File: src/rtl/float32_adder.sv
`timescale 1ns/1ps
// IEEE-754 binary32 adder, round-to-nearest-even, subnormals flushed to zero.
// Latency 2 clocks after the sampling edge, one pair per cycle, no backpressure.
module float32_adder (
    input  logic        clk,
    input  logic        rst,
    input  logic        in_valid,
    input  logic [31:0] a,
    input  logic [31:0] b,
    output logic        out_valid,
    output logic [31:0] result
);
    localparam logic [31:0] QNAN = 32'h7FC00000;

    // Operand capture
    logic        in_vld_q, in_vld_d;
    logic [31:0] a_q, a_d, b_q, b_d;

    // Unpack/align stage registers
    logic        s1_vld_q, s1_vld_d;
    logic        s1_sign_q, s1_sign_d;
    logic        s1_sub_q, s1_sub_d;
    logic [7:0]  s1_exp_q, s1_exp_d;
    logic [23:0] s1_man_l_q, s1_man_l_d;
    logic [26:0] s1_man_s_q, s1_man_s_d;
    logic        s1_spec_q, s1_spec_d;
    logic [31:0] s1_spec_res_q, s1_spec_res_d;

    logic        out_valid_q, out_valid_d;
    logic [31:0] result_q, result_d;

    logic [7:0]  ea, eb, exp_s, sh;
    logic [23:0] ma, mb, man_s;
    logic [26:0] ext, shifted;
    logic        a_ge, nan_a, nan_b, inf_a, inf_b, lost;

    always_comb begin
        in_vld_d = in_valid;
        a_d      = a;
        b_d      = b;

        ea = a_q[30:23];
        eb = b_q[30:23];
        ma = (ea != 8'd0) ? {1'b1, a_q[22:0]} : 24'd0;
        mb = (eb != 8'd0) ? {1'b1, b_q[22:0]} : 24'd0;
        a_ge = {ea, ma} >= {eb, mb};

        s1_vld_d   = in_vld_q;
        s1_sign_d  = a_ge ? a_q[31] : b_q[31];
        s1_sub_d   = a_q[31] ^ b_q[31];
        s1_exp_d   = a_ge ? ea : eb;
        s1_man_l_d = a_ge ? ma : mb;
        exp_s      = a_ge ? eb : ea;
        man_s      = a_ge ? mb : ma;
        sh         = s1_exp_d - exp_s;

        ext     = {man_s, 3'b000};
        shifted = 27'd0;
        lost    = 1'b0;
        if (sh >= 8'd26) begin
            s1_man_s_d = {26'd0, |man_s};
        end else begin
            shifted    = ext >> sh;
            lost       = |(ext << (8'd27 - sh));
            s1_man_s_d = {shifted[26:1], shifted[0] | lost};
        end

        nan_a = (&ea) && (|a_q[22:0]);
        nan_b = (&eb) && (|b_q[22:0]);
        inf_a = (&ea) && !(|a_q[22:0]);
        inf_b = (&eb) && !(|b_q[22:0]);
        s1_spec_d = nan_a | nan_b | inf_a | inf_b;
        if (nan_a || nan_b || (inf_a && inf_b && (a_q[31] != b_q[31])))
            s1_spec_res_d = QNAN;
        else if (inf_a)
            s1_spec_res_d = a_q;
        else
            s1_spec_res_d = b_q;
    end

    logic [27:0]       sum;
    logic [26:0]       man_ext, diff, norm;
    logic [4:0]        lz;
    logic              found, is_zero, inc;
    logic signed [9:0] exp_n, exp_r;
    logic [24:0]       rnd;
    logic [22:0]       frac;
    logic [31:0]       res;

    always_comb begin
        man_ext = {s1_man_l_q, 3'b000};
        exp_n   = $signed({2'b00, s1_exp_q});
        sum     = 28'd0;
        diff    = 27'd0;
        lz      = 5'd0;
        found   = 1'b0;
        if (!s1_sub_q) begin
            sum     = {1'b0, man_ext} + {1'b0, s1_man_s_q};
            is_zero = (sum == 28'd0);
            if (sum[27]) begin
                norm  = {sum[27:2], sum[1] | sum[0]};
                exp_n = exp_n + 10'sd1;
            end else begin
                norm = sum[26:0];
            end
        end else begin
            // L is never smaller than the aligned operand, so no borrow
            diff    = man_ext - s1_man_s_q;
            is_zero = (diff == 27'd0);
            for (int i = 26; i >= 0; i--) begin
                if (!found) begin
                    if (diff[i]) found = 1'b1;
                    else         lz = lz + 5'd1;
                end
            end
            norm  = diff << lz;
            exp_n = exp_n - $signed({5'd0, lz});
        end

        inc   = norm[2] & (norm[1] | norm[0] | norm[3]);
        rnd   = {1'b0, norm[26:3]} + {24'd0, inc};
        exp_r = rnd[24] ? exp_n + 10'sd1 : exp_n;
        frac  = rnd[24] ? rnd[23:1] : rnd[22:0];

        if (s1_spec_q)
            res = s1_spec_res_q;
        else if (is_zero)
            res = {s1_sub_q ? 1'b0 : s1_sign_q, 31'd0};
        else if (exp_n <= 10'sd0)
            res = {s1_sign_q, 31'd0};
        else if (exp_r >= 10'sd255)
            res = {s1_sign_q, 8'hFF, 23'd0};
        else
            res = {s1_sign_q, exp_r[7:0], frac};

        out_valid_d = s1_vld_q;
        result_d    = s1_vld_q ? res : result_q;
    end

    always_ff @(posedge clk) begin
        if (rst) begin
            in_vld_q      <= 1'b0;
            a_q           <= 32'd0;
            b_q           <= 32'd0;
            s1_vld_q      <= 1'b0;
            s1_sign_q     <= 1'b0;
            s1_sub_q      <= 1'b0;
            s1_exp_q      <= 8'd0;
            s1_man_l_q    <= 24'd0;
            s1_man_s_q    <= 27'd0;
            s1_spec_q     <= 1'b0;
            s1_spec_res_q <= 32'd0;
            out_valid_q   <= 1'b0;
            result_q      <= 32'd0;
        end else begin
            in_vld_q      <= in_vld_d;
            a_q           <= a_d;
            b_q           <= b_d;
            s1_vld_q      <= s1_vld_d;
            s1_sign_q     <= s1_sign_d;
            s1_sub_q      <= s1_sub_d;
            s1_exp_q      <= s1_exp_d;
            s1_man_l_q    <= s1_man_l_d;
            s1_man_s_q    <= s1_man_s_d;
            s1_spec_q     <= s1_spec_d;
            s1_spec_res_q <= s1_spec_res_d;
            out_valid_q   <= out_valid_d;
            result_q      <= result_d;
        end
    end

    assign out_valid = out_valid_q;
    assign result    = result_q;
endmodule

File: config.mk
export PLATFORM = sky130hd
export DESIGN_NAME = float32_adder
export DESIGN_NICKNAME = d
export VERILOG_FILES = /design/src/rtl/float32_adder.sv
export SDC_FILE = /design/constraint.sdc
export NUM_CORES = 1
export LEC_CHECK = 0
export ABC_CLOCK_PERIOD_IN_PS = 49400
export CORE_AREA = 8 8 210 212
export DETAILED_ROUTE_END_ITERATION = 8
export DIE_AREA = 0 0 218 220
export PLACE_DENSITY = 0.64
export SLEW_MARGIN = 25
export SYNTH_ARGS = -nofsm -noshare
export SYNTH_HDL_FRONTEND = slang
export SYNTH_SLANG_ARGS = --single-unit
File: constraint.sdc
create_clock -name clk -period 49.4 [get_ports clk]
set_clock_uncertainty 0.1 [all_clocks]
set_input_delay 9.88 -clock clk [delete_from_list [all_inputs] [get_ports clk]]
set_output_delay 9.88 -clock clk [all_outputs]
set_load 0.05 [all_outputs]
# Word-level counts from Yosys, hierarchy flattened
# Cells that the tools add are included.
# word_totals
reg_bits	193
input_bits	67
output_inout_bits	33
word_cells	267
# op_classes
add_sub_neg	34
order_cmp	4
n_eq_ne	1
shift	3
n_mux	179
n_bitwise	9
n_reduce_logical	22
# op_table
cell	count
$mux W5	79
$add A5 B1 Y5 const B	26
$mux W24	4
$mux W32	3
$mux W31	3
$mux W1	82
$mux W27	2
$reduce_or A23 Y1	2
$ge A32 B32 Y1	1
$add A27 B27 Y28	1
$logic_not A28 Y1	1
$logic_not A27 Y1	1
$reduce_or A27 Y1	1
$shl A27 B5 Y27	1
$shl A27 B8 Y27	1
$shr A27 B8 Y27	1
$sub A27 B27 Y27	1
$add A24 B1 Y25	1
$reduce_or A24 Y1	1
$mux W23	1
$mux W10	2
$mux W8	2
$reduce_and A8 Y1	2
$reduce_bool A8 Y1	2
other kinds (17)	31

# Depth between registers and ports, before layout
# Gate-level depths: netlist of the first run.
# depth
word_depth	119
depth_mapped	94
ltp_nobuf	87

# Least setup slack after synthesis of the first run
# No wires, ideal clock.
# synth_timing
path_kind	register to register
startpoint	register s1_man_s_q[9]
endpoint	register result_q[11] (netlist: result[11])
setup_time_ns	0.091
arrival_time_ns	16.532
required_time_ns	49.209
setup_slack_ns	32.677
path_stages_with_launch	92
path_buffers	6
period_less_slack_ns	16.723
cell_sequence	dfxtp_1 > inv_1 > ha_1 > buf_2 > and4_1 > buf_4 > and2_4 > a32oi_2 > a2111oi_2 > nor3_1 > o211ai_2 > inv_2 > ha_1 > inv_1 > a21oi_1 > ha_1 > nor3_1 > o31a_1 > [... 56 more ...] > nand2_1 > inv_1 > buf_2 > buf_1 > ha_1 > nor2b_1 > o21ai_0 > nand2b_1 > a21o_1 > a21oi_1 > a22o_1 > xor2_1 > nor4_1 > nor4b_1 > and2_1 > clkbuf_1 > nand3_1 > a311oi_1
# synth_via
elab_chain_cells	119
word_cells_on_any_way	199
classes_between	add/sub (31); order compare (2); shift (1); mux (160); bitwise (3); reduce/logical (2)
# synth_rtl
item	line_no	source
start, declared	25	logic [26:0] s1_man_s_q, s1_man_s_d;
start signal, assigned	164	s1_man_s_q <= s1_man_s_d;
$sub A27 B27 Y27	108	diff = man_ext - s1_man_s_q;
$mux W1	112	if (diff[i]) found = 1'b1;
$mux W5	97	if (!s1_sub_q) begin
$add A5 B1 Y5	113	else lz = lz + 5'd1;
$mux W5	112	
$mux W5	111	if (!found) begin
$mux W5	97	
$add A5 B1 Y5	113	
[... 103 more ...]	--	
$and A1 B1 Y1	120	inc = norm[2] & (norm[1] | norm[0] | norm[3]);
$add A24 B1 Y25	121	rnd = {1'b0, norm[26:3]} + {24'd0, inc};
$mux W10	122	exp_r = rnd[24] ? exp_n + 10'sd1 : exp_n;
$ge A10 B9 Y1	131	else if (exp_r >= 10'sd255)
$mux W31	131	
$mux W31	129	else if (exp_n <= 10'sd0)
$mux W32 *	127	else if (is_zero)
$mux W32 *	125	if (s1_spec_q)
end signal, assigned	168	result_q <= result_d;
end, declared	30	logic [31:0] result_q, result_d;
# Every way passes the cells marked *; elsewhere a longest branch is shown, timed or not. The select of a mux whose other input is x is not followed.
# A chain may end at the register's enable or synchronous reset.

# Worst setup path after layout of the first run
# layout_timing
startpoint	register s1_man_s_q[10]
endpoint	register result_q[14] (netlist: result[14])
# Same word-level chain as after synthesis.

==> metrics.cfg, run 1 <==
[status]
status = finished clean

[placement]
portBuffers = 99
dpl.hpwl_mm = 61.3
place_congestion = 0.964

[setup_path]
slowest_delay_ns = 0.84
cp.arrival_ns = 20.50
startpoint_type = register
critPathMaxFanout = 24
criticalPathCategory = register to register
reg2reg_slack_ns = 29.16
critPathRequiredTime_ns = 49.66
cpMaxStageDelayCell = inv_1
end_kind = register
cp_common_cell = ha_1

[global_routing]
grt_max_degree = 65
grtUsageMet1_pct = 36.7
first_global_vias = 20218
busiest_layer = met2
grt_antenna_before_repair = 2
grt_usage_pct = 30.7
grt_pass1_wl_mm = 116
use_met2_pct = 52.2
grt-ovfl-total = 0
met3_usage_pct = 3.51

[cts]
cts_sinks = 193
htreeDepth = 4
cts_setup_buffers = 0
cts.path.max_buffers = 2
clk_pin_slew_ns = 0.08
root_buffer = clkbuf_16
cts_hold_buffers = 0
worstSkewPairLatency_ns = 0.46
numCtsBuffers = 17
cts.repair.resized = 0
cts_tree = yes

[timing]
holdWs_ns = 0.338
period_minus_slack_ns = 20.24
hold_viol_final = 0
fmax_ghz = 0.0494
fin_tns_setup_ns = 0
worstMarginPinSlew_ns = 1.01
maxSlewHeadroom_pct = 31.8
slew_viol_final = 0
setup_violations = 0
finalCritPeriodShare_pct = 41.0
rsz0062_at_grt = false

[worst_hold_path]
hp-class = register to register

[final_layout]
final_nets = 2937
fillers = 4007
area_growth_pct = 9.71
n_antenna_cell = 0
drive_gt1_share_pct = 7.05
utilization_pct = 54.5

[synthesis]
netlist_top_cells_count = nand2_1, nor2_1, a21oi_1
synth_warnings = 0
synthCells = 2749
ys_seq_area_share_pct = 19.2
synthFlopType = dfxtp_1
yosys_register_bits = 193
syn-num-nets = 2935
synth-edff-count = 0
async_reset_ff_share_pct = 0
synth_area_leaders = dfxtp_1, ha_1, nand2_1
synth_top_area_share_pct = 19.2
synth_cell_types = 115
avgSynthCellArea_um2 = 7.32
syn_area_mm2 = 0.0201
yosysTopAreaCell = dfxtp_1

[pwr]
power.density_mw_per_mm2 = 44.6
max-vdd-ir-drop_mv = 0.0279
p_leak_nw = 8.69

[floorplan]
rows = 74
die_x_um = 218
coreArea_mm2 = 0.0406
dieArea_mm2 = 0.0480
ios = 100
initial_core_util_pct = 49.6
dieHeight_um = 220

[route]
vias = 21271
finalWirelength_mm = 76.1
dr.pass1.iters = 6
vias_per_cell = 6.45
drtIter0Drc = 1911
drc = 0
routedWlPerCell_um = 23.1
drtAntennaViolNets = 0

[flow_run]
cap_viol_max_count = 0

[critical path, delay by kind of cell (launching register included)]
family                   cells  cell delay (ns)
AND/OR/NAND/NOR             31             5.41
buffers and inverters        5             1.30
multiplexers                 5             1.06
flip-flops                   1             0.35
AO/OA/AOI/OAI               29             6.75
adder cells (fa/ha/maj)     15             4.95
XOR/XNOR                     1             0.20
[final cells by class]
cell class              count  area [um2]  area share [%]
repair buffers            131        1230            5.56
inverters                 122         458            2.07
well taps                 532         666            3.01
clock inverters            14         230            1.04
multi-input cells        2286       15200            68.9
clock buffers              18         429            1.94
flip-flops and latches    193        3870            17.5
[routing by layer]
| layer | wire [um] | up-vias | share of wire (%) |
|---|---|---|---|
| li1 | - | 10042 | - |
| met1 | 30900 | 10001 | 41 |
| met2 | 35900 | 997 | 47 |
| met3 | 4500 | 229 | 5.9 |
| met4 | 4800 | 2 | 6.3 |
| met5 | 12 | - | 0.016 |
[kinds of logic (layout without fill, tap and decap cells)]
logic type      count (synthesis)  count (layout)  synth area share, %
xor+xnor                      134             134                 6.50
fa+ha+maj                     120             120                 7.52
buf+inv                       270             285                 5.45
flops                         193             193                 19.2
simple gates                 1171            1171                 28.9
compound gates                754             754                 25.9
mux                           107             107                 6.48
[power breakdown]
| part | leakage [nW] | total, mW | switching (mW) | internal (mW) |
|---|---|---|---|---|
| Sequential | 1.59 | 0.172 | 0.00812 | 0.164 |
| Combinational | 6.79 | 0.658 | 0.436 | 0.222 |
| Clock | 0.316 | 0.154 | 0.0704 | 0.0836 |
| Total | 8.69 | 0.984 | 0.514 | 0.470 |
[cells in the final DEF, fill, tap and decap left out, drive strengths merged, types with 47 or more instances in the layout]
cell and count:
clkdlybuf4s50 98, nand2 296, a21oi 208, nand3 120, mux2i 68, inv 127
xor2 47, nor2b 97, dfxtp 193, nor3 98, nor2 295, ha 117
o21ai 122, a21o 50, xnor2 78
[state kept, by name (all words and copies together), names as in the netlist, 8 cells and up]
signal	count
b_q	32
s1_spec_res_q	32
s1_man_l_q	24
result	32
s1_exp_q	8
a_q	32
s1_man_s_q	27
[through the flow]
| step | instances | area, um2 | power [mW] | setup WS (ns) |
|---|---|---|---|---|
| final | 3296 | 22100 | 0.984 | 29.16 |
| after global routing | 3296 | 22100 | 1.04 | 27.70 |
| after CTS | 3296 | 22100 | 0.966 | 29.51 |
| after detailed placement | 3264 | 21400 | 0.811 | 29.59 |
| after global placement | 3264 | 21400 | 0.806 | 30.16 |
| after floorplan | 2749 | 20100 | 0.634 | 32.68 |
[path summary, 6_finish.rpt]
check	startpoint	endpoint	cells after the start
min reg2reg	in_vld_q$_SDFF_PP0_	out_valid_d$_SDFF_PP0_	1
min	in_vld_q$_SDFF_PP0_	out_valid_d$_SDFF_PP0_	1
max reg2reg	s1_man_s_q[10]$_SDFF_PP0_	result[14]$_SDFFE_PP0P_	86
max	s1_man_s_q[10]$_SDFF_PP0_	result[14]$_SDFFE_PP0P_	86
Power figures use the tool's default switching activity.
==> inputs of run 2 (changes only) <==
--- a/config.mk
+++ b/config.mk
@@ -5,7 +5,7 @@
 export SDC_FILE = /design/constraint.sdc
 export NUM_CORES = 1
 export LEC_CHECK = 0
-export ABC_CLOCK_PERIOD_IN_PS = 49400
+export ABC_CLOCK_PERIOD_IN_PS = 19600
 export CORE_AREA = 8 8 210 212
 export DETAILED_ROUTE_END_ITERATION = 8
 export DIE_AREA = 0 0 218 220
==> constraint.sdc (replaced) <==
create_clock -name clk -period 19.6 [get_ports clk]
set_clock_uncertainty 0.1 [all_clocks]
set_input_delay 3.92 -clock clk [delete_from_list [all_inputs] [get_ports clk]]
set_output_delay 3.92 -clock clk [all_outputs]
set_load 0.05 [all_outputs]
==> run 2 against run 1 <==
- global-route usage decreased by 0.30 points
- critical path type unchanged
- sequential share of layout area barely moved
- clock-buffer cell count stayed put
- total power grew to 2.5 times the previous value
- core utilization rose by 0.14 points
- critical path depth fell by 1
- first-iteration DRC count up 1.5%
- clock power rose by 130%
==> metrics.cfg, run 2 (synthesis results as in run 1) <==
[status]
status = finished clean

[final_layout]
drive_gt1_share_pct = 7.79
area_growth_pct = 9.99
instances_no_fill = 3304
final_cell_mix = nand2_1, nor2_1, a21oi_1
final_common_cell = nand2_1
n_antenna_cell = 0
utilization_pct = 54.6
final_nets = 2946

[floorplan]
ios = 100
rows = 74
die_x_um = 218
coreArea_mm2 = 0.0406
dieHeight_um = 220
dieArea_mm2 = 0.0480
initial_core_util_pct = 49.6

[placement]
place_congestion = 1.04
dpl.hpwl_mm = 60.2
placed_cells = 3268
portBuffers = 99

[cts]
cts_hold_buffers = 0
root_buffer = clkbuf_16
clk_pin_slew_ns = 0.07
cts_tree = yes
numCtsBuffers = 17
htreeDepth = 4
cts_sinks = 193
cts.path.max_buffers = 2
worstSkewPairLatency_ns = 0.46

[pwr]
p_leak_nw = 8.70
power.clock.fraction_pct = 14.2
power_mw = 2.46
sw_frac_of_total_pct = 52.7
p_int_mw = 1.16
seqPwrFrac_pct = 17.6
power.density_mw_per_mm2 = 111
p_switching_mw = 1.30
max-vdd-ir-drop_mv = 0.0682
pwr-share-comb_pct = 68.3

[route]
vias_per_cell = 6.46
dr.pass1.iters = 8
routedWlPerCell_um = 22.8
vias = 21341
drtAntennaViolNets = 0
finalWirelength_mm = 75.2
drtIter0Drc = 1940
drc = 0

[flow_run]
cap_viol_max_count = 0

[timing]
maxSlewHeadroom_pct = 32.5
finalCritPeriodShare_pct = 94.0
setup_violations = 0
fmax_ghz = 0.0542
holdWs_ns = 0.342
period_minus_slack_ns = 18.43
hold_viol_final = 0
fin_tns_setup_ns = 0
worstMarginPinSlew_ns = 1.01
slew_viol_final = 0

[setup_path]
critPathMaxFanout = 18
cp.arrival_ns = 18.71
cpMaxStageDelayCell = o41ai_1
end_kind = register
slowest_delay_ns = 0.48
startpoint_type = register
criticalPathCategory = register to register
critPathRequiredTime_ns = 19.87
cp_common_cell = ha_1

[global_routing]
first_global_vias = 20396
grt_pass1_wl_mm = 116
grt_antenna_before_repair = 1
grt_max_degree = 74
grt_usage_pct = 30.4
grt-ovfl-total = 0

[worst_hold_path]
hp-class = register to register

-- run 2: critical path, delay by kind of cell (launching register included) --
kind | cells | cell delay (ns)
buffers and inverters | 7 | 1.03
AND/OR/NAND/NOR | 30 | 4.58
adder cells (fa/ha/maj) | 14 | 4.60
flip-flops | 1 | 0.34
multiplexers | 6 | 1.35
AO/OA/AOI/OAI | 26 | 5.94
XOR/XNOR | 2 | 0.37
-- run 2: per-layer routing --
layer  share of wire, %  global-route usage, %  up-vias
met1                 40                   35.7    10153
met5              0.016                      0        -
met2                 49                   53.9      907
li1                   -                      -    10073
met3                5.8                   3.55      206
met4                5.2                   15.7        2
-- run 2: final timing paths --
kind,depth (start not counted),to,startpoint,slack (ns)
setup / recovery,85,result[14]$_SDFFE_PP0P_,s1_man_s_q[8]$_SDFF_PP0_,1.17
hold / removal,1,out_valid_d$_SDFF_PP0_,in_vld_q$_SDFF_PP0_,0.34
setup reg to reg,85,result[14]$_SDFFE_PP0P_,s1_man_s_q[8]$_SDFF_PP0_,1.17
hold reg to reg,1,out_valid_d$_SDFF_PP0_,in_vld_q$_SDFF_PP0_,0.34
-- run 2: final cells by class --
cell class	count	area, um2
clock inverter	13	148
sequential	193	3870
tap	532	666
multi-input combinational	2286	15300
fill	3928	18400
timing repair buffer	140	1300
clock buffer	18	429
inverter	122	462
-- run 2: metrics by stage --
step	cell area (um2)	setup slack, ns
floorplan	20100	2.88
global placement	21400	1.39
detailed placement	21400	0.930
CTS	22000	0.865
global route	22100	-0.0108
finish	22100	1.17
-- run 2: power groups by stage --
stage / Sequential [mW] / Clock [mW] / Combinational [mW]
after floorplan: 0.444 / 0 / 1.15
after detailed placement: 0.441 / 0 / 1.61
after CTS: 0.432 / 0.350 / 1.62
after global placement: 0.441 / 0 / 1.59
final: 0.432 / 0.349 / 1.68
after global routing: 0.434 / 0.365 / 1.81
-- run 2: what timing repair did --
action                                  in CTS  in global routing
endpoints found under the setup margin       0                 31
buffers inserted                             0                  5
resized for setup                            0                 18
